File: config.mk
export PLATFORM = sky130hd
export DESIGN_NAME = ctrl_bubble_stage
export DESIGN_NICKNAME = d
export VERILOG_FILES = /design/src/rtl/ctrl_bubble_stage.sv
export SDC_FILE = /design/constraint.sdc
export NUM_CORES = 1
export LEC_CHECK = 0
export BUFFER_PORTS_ARGS = -buffer_cell sky130_fd_sc_hd__buf_4
export CORE_UTILIZATION = 53
export DETAILED_ROUTE_END_ITERATION = 12
export GPL_TIMING_DRIVEN = 0
export HOLD_SLACK_MARGIN = 0.05
export PLACE_DENSITY = 0.93
export SLEW_MARGIN = 10
export SYNTH_ARGS = -nofsm -noshare
export SYNTH_HDL_FRONTEND = slang
export SYNTH_SLANG_ARGS = --single-unit
export TNS_END_PERCENT = 5
File: constraint.sdc
create_clock -name clk_i -period 4.1 [get_ports clk_i]
set_clock_uncertainty 0.15 [all_clocks]
set_input_delay 0.205 -clock clk_i [delete_from_list [all_inputs] [get_ports clk_i]]
set_output_delay 0.205 -clock clk_i [all_outputs]
set_load 0.05 [all_outputs]
File: src/rtl/ctrl_bubble_stage.sv
// Pipeline control register that passes the decoded control word downstream. On a load-use
// hazard it inserts a run of zeroed bubble cycles and holds the upstream stages through stall_o.
module ctrl_bubble_stage #(
    parameter int unsigned WB_W        = 2,
    parameter int unsigned MEM_W       = 2,
    parameter int unsigned EX_W        = 4,
    parameter int unsigned MAX_BUBBLES = 3,
    parameter int unsigned CNT_W       = $clog2(MAX_BUBBLES + 1)
) (
    input  logic                       clk_i,
    input  logic                       rst_i,
    input  logic [WB_W+MEM_W+EX_W-1:0] control_i,
    input  logic                       valid_i,
    input  logic                       hazard_i,
    input  logic [CNT_W-1:0]           bubble_len_i,
    input  logic                       flush_i,
    output logic [WB_W-1:0]            control_WB_o,
    output logic [MEM_W-1:0]           control_MEM_o,
    output logic [EX_W-1:0]            control_EX_o,
    output logic                       valid_o,
    output logic                       stall_o,
    output logic [15:0]                bubble_cnt_o
);

    localparam int unsigned CTRL_W = WB_W + MEM_W + EX_W;
    localparam logic [CNT_W-1:0] MaxLen = CNT_W'(MAX_BUBBLES);
    localparam logic [CNT_W-1:0] OneLen = CNT_W'(1);

    typedef enum logic {StPass, StBubble} state_e;

    state_e            state_q;
    logic [CNT_W-1:0]  rem_q;
    logic [WB_W-1:0]   wb_q;
    logic [MEM_W-1:0]  mem_q;
    logic [EX_W-1:0]   ex_q;
    logic              valid_q;
    logic [15:0]       bubble_cnt_q;
    logic [CNT_W-1:0]  eff_len;

    // A length of 0 still means one bubble; longer requests are capped.
    always_comb begin
        eff_len = bubble_len_i;
        if (bubble_len_i == '0) begin
            eff_len = OneLen;
        end else if (bubble_len_i > MaxLen) begin
            eff_len = MaxLen;
        end
    end

    // Stall exactly in the cycles that load a bubble, so the two runs always match in length.
    always_comb begin
        stall_o = rst_i && !flush_i && ((state_q == StBubble) || (valid_i && hazard_i));
    end

    always_ff @(posedge clk_i) begin
        if (!rst_i) begin
            state_q      <= StPass;
            rem_q        <= '0;
            wb_q         <= '0;
            mem_q        <= '0;
            ex_q         <= '0;
            valid_q      <= 1'b0;
            bubble_cnt_q <= '0;
        end else if (flush_i) begin
            state_q <= StPass;
            rem_q   <= '0;
            wb_q    <= '0;
            mem_q   <= '0;
            ex_q    <= '0;
            valid_q <= 1'b0;
        end else if (state_q == StBubble) begin
            wb_q    <= '0;
            mem_q   <= '0;
            ex_q    <= '0;
            valid_q <= 1'b0;
            rem_q   <= rem_q - OneLen;
            if (rem_q <= OneLen) begin
                state_q <= StPass;
            end
            if (bubble_cnt_q != 16'hFFFF) begin
                bubble_cnt_q <= bubble_cnt_q + 16'd1;
            end
        end else if (valid_i && hazard_i) begin
            wb_q    <= '0;
            mem_q   <= '0;
            ex_q    <= '0;
            valid_q <= 1'b0;
            if (eff_len > OneLen) begin
                state_q <= StBubble;
                rem_q   <= eff_len - OneLen;
            end else begin
                state_q <= StPass;
                rem_q   <= '0;
            end
            if (bubble_cnt_q != 16'hFFFF) begin
                bubble_cnt_q <= bubble_cnt_q + 16'd1;
            end
        end else begin
            wb_q    <= control_i[CTRL_W-1 -: WB_W];
            mem_q   <= control_i[EX_W+MEM_W-1 -: MEM_W];
            ex_q    <= control_i[EX_W-1:0];
            valid_q <= valid_i;
        end
    end

    assign control_WB_o  = wb_q;
    assign control_MEM_o = mem_q;
    assign control_EX_o  = ex_q;
    assign valid_o       = valid_q;
    assign bubble_cnt_o  = bubble_cnt_q;

endmodule
==> reports/results.txt <==
Status - complete, no violations
Pins Over Slew Limit - 0
CP Cell Sequence - dlygate4sd3_1, buf_4, a21o_1, nand2_1, clkbuf_1, nor2_1, buf_4
Ys Warns - 0
Clock power frac - 35.0%
DIE WIDTH - 50.4 um
CORE AREA - 2210 sq um
Worst-Skew Late Latency - 0.34 ns
Fmax - 436 MHz
WS Path Type - primary input to primary output
Initial DRT Pass Iterations - 4
Syn_nets - 156
Placed wire-length estimate - 2.29 mm
CP arrival - 1.94 ns
Bufs and invs on worst path - 4
CP Capture Type - primary output
Top post-synthesis cells by area - dfxtp_1 (45%), a21oi_1 (6.4%), or4_1 (5.4%)
NetSw - 0.000118 W
Cell area power density - 299 nW/um^2
Yosys top cell by area - dfxtp_1
Total CTS buffers - 3
Overflow left after global routing - 0
Worst Slack Setup Final - 1.81 ns
Clock period minus worst slack - 2.29 ns
Total Routing Usage GR - 31.0%
Hold Path Stages - 3
Slowest-stage cell, CP - dlygate4sd3_1
DRT iter0 DRCs - 31
Dpl ws - 1.93 ns
Post-synthesis register bit count - 28
Layout cells sized above 1 - 26.8%
Comb pwr share - 11.3%
Slowest Stage Delay on Critical Path - 0.53 ns
Setup Viol. Count Final - 0
Inst Count DP - 207
TritonCTS clock tree - done
R2R Setup Slk - 1.83 ns
Worst slew pin tran - 0.744 ns
Top cells by count, synth - dfxtp_1 (28), a21oi_1 (16), nand2_1 (11)
Drt wl/cell - 16.3 um
Cell Rows - 17
Met3 WL - 194 um
Dominant synthesized flop cell - dfxtp_1
Max Used Layer - met4
Top-count cell post-synth - dfxtp_1
Max Fanout on Critical Path - 10
Io pins - 41
Mapped cell area - 1240 sq um
Syn Inst Count - 139
Register area share after synthesis - 45.1%
Largest net degree at the start of global routing - 17
Vias in the first global route - 1,247
Detailed-route via count - 1,365
EDFF count, synth - 0
Worst path required time - 3.74 ns
Setup TNS - 0 ns
Area growth from synthesis to layout - 40.1%
Final nets - 212
Reg2Reg Depth - 5
PostCTS Resize Cnt - 0
Hold crit path type - primary input to flop
DRC - 0
Worst-path clk slew - 0.15 ns
Unrepaired setup endpoints after global routing - false
Hold_ws - 0.117 ns
Clock root cell - clkbuf_4
Pwr Total - 0.000520 W
Syn Area/Cell - 8.94 sq um
Worst path depth - 7
Sequential share of power - 53.7%
Final Cycle Share - 56.0%
Max-cap violations - 0
Relative slew slack - 50.0%
Starting Density - 56.2%
Met2 routed WL - 1.89 mm
Die H - 50.4 um
Clock buffer depth - 2
Post-Layout Cell Count - 222
Final Hold Fails - 0
CP startpoint kind - primary input
Yosys cell types - 32
Die Area - 2540 sq um
Number of port buffers - 40
WL met1 - 1.43 mm
P_int - 0.000402 W
Peak supply drop - 0.000227 V
Diodes inserted - 0
Via density - 6.15
Initial antenna violation count - 0
Sw frac - 22.7%
Clock net sink count - 28
Antenna Violating Nets Remaining - 0
H-tree depth - 1
Synth top area share - 45.1%
CP most frequent cell - buf_4
First-pass GRT wire length - 5.90 mm
Total wire length - 3.62 mm
CP delay by family, top - buffers and inverters
LEAKAGE - 0.686 nW
Ys async rst share - 0%
RePlAce Congestion - 0.815
==> cell families (layout without fill, tap and decap cells) <==
group / Yosys count / count (layout) / synth area share, %
AOI/OAI and AO/OA: 37 / 37 / 17.9
muxes: 2 / 2 / 1.61
adders and majority gates: 2 / 2 / 2.01
DFF: 28 / 28 / 45.1
buffers and inverters: 9 / 64 / 2.92
and+or+nand+nor: 61 / 61 / 30.4
==> flip-flops by register name, summed over array words and instances (netlist names) <==
register and cells:
control_WB_o 2, control_EX_o 4, state_q 1, valid_o 1, rem_q 2, control_MEM_o 2
bubble_cnt_o 16
==> final cells by class <==
cell class	instances	area [sq um]
multi-input cells	102	646
flip-flops and latches	28	561
fillers	153	472
repair buffers	51	410
well taps	28	35.0
clock inverters	1	30.0
plain buffers	6	25.0
clock buffers	3	22.5
inverters	3	11.3
==> cell usage in the layout, fill, tap and decap left out, types with 2 or more instances in the layout <==
master	synthesis	routed
nand3_1	5	5
nand4_1	7	7
and3_1	2	2
o31ai_1	8	8
nor3_1	3	3
dfxtp_1	28	28
buf_4	0	40
o21ai_0	7	7
clkbuf_2	2	2
and2_1	10	10
or3_1	4	4
nand2b_1	2	2
or4_1	9	9
clkbuf_4	0	3
nand2_1	11	11
a22o_1	2	2
inv_1	2	2
clkbuf_1	4	4
a21oi_1	16	16
mux2i_1	2	2
dlygate4sd3_1	0	11
ha_1	2	2
==> power groups by stage <==
stage / clock, W / sequential [W] / combinational (W)
after floorplan: 0 / 0.000299 / 0.0000136
after global placement: 0 / 0.000284 / 0.0000479
after detailed placement: 0 / 0.000285 / 0.0000492
after CTS: 0.000183 / 0.000279 / 0.0000576
after global routing: 0.000196 / 0.000280 / 0.0000627
final: 0.000182 / 0.000279 / 0.0000589
==> layer usage <==
layer | global-route usage, % | vias to the layer above
met2 | 53.6 | 60
met3 | 5.15 | 13
met4 | 13.0 | 0
met1 | 37.7 | 654
met5 | 0 | -
li1 | - | 638
==> worst paths after layout <==
check | end | from
min | rem_q[0] | flush_i
max reg2reg | bubble_cnt_o[15] | bubble_cnt_o[2]
max | stall_o | valid_i
min reg2reg | bubble_cnt_o[15] | bubble_cnt_o[15]
==> through the flow <==
stage	utilization, %	cell area (sq um)
finish	78.7	1740
floorplan	-	1240
detailed placement	71.3	1580
global route	78.7	1740
global placement	71.3	1580
CTS	78.7	1740
==> worst register-to-register path, cell delays in order (launching register included) <==
cell      delay, ns
dfxtp_1        0.50
nand4_2        0.19
nor4_2         0.65
clkbuf_1       0.41
o41ai_1        0.16
a21oi_1        0.14
==> what timing repair did <==
action,in CTS,in global routing
hold endpoints to repair,11,0
hold buffers,11,0
setup buffers,0,0
Note: power is estimated with default switching activity, not from simulation.
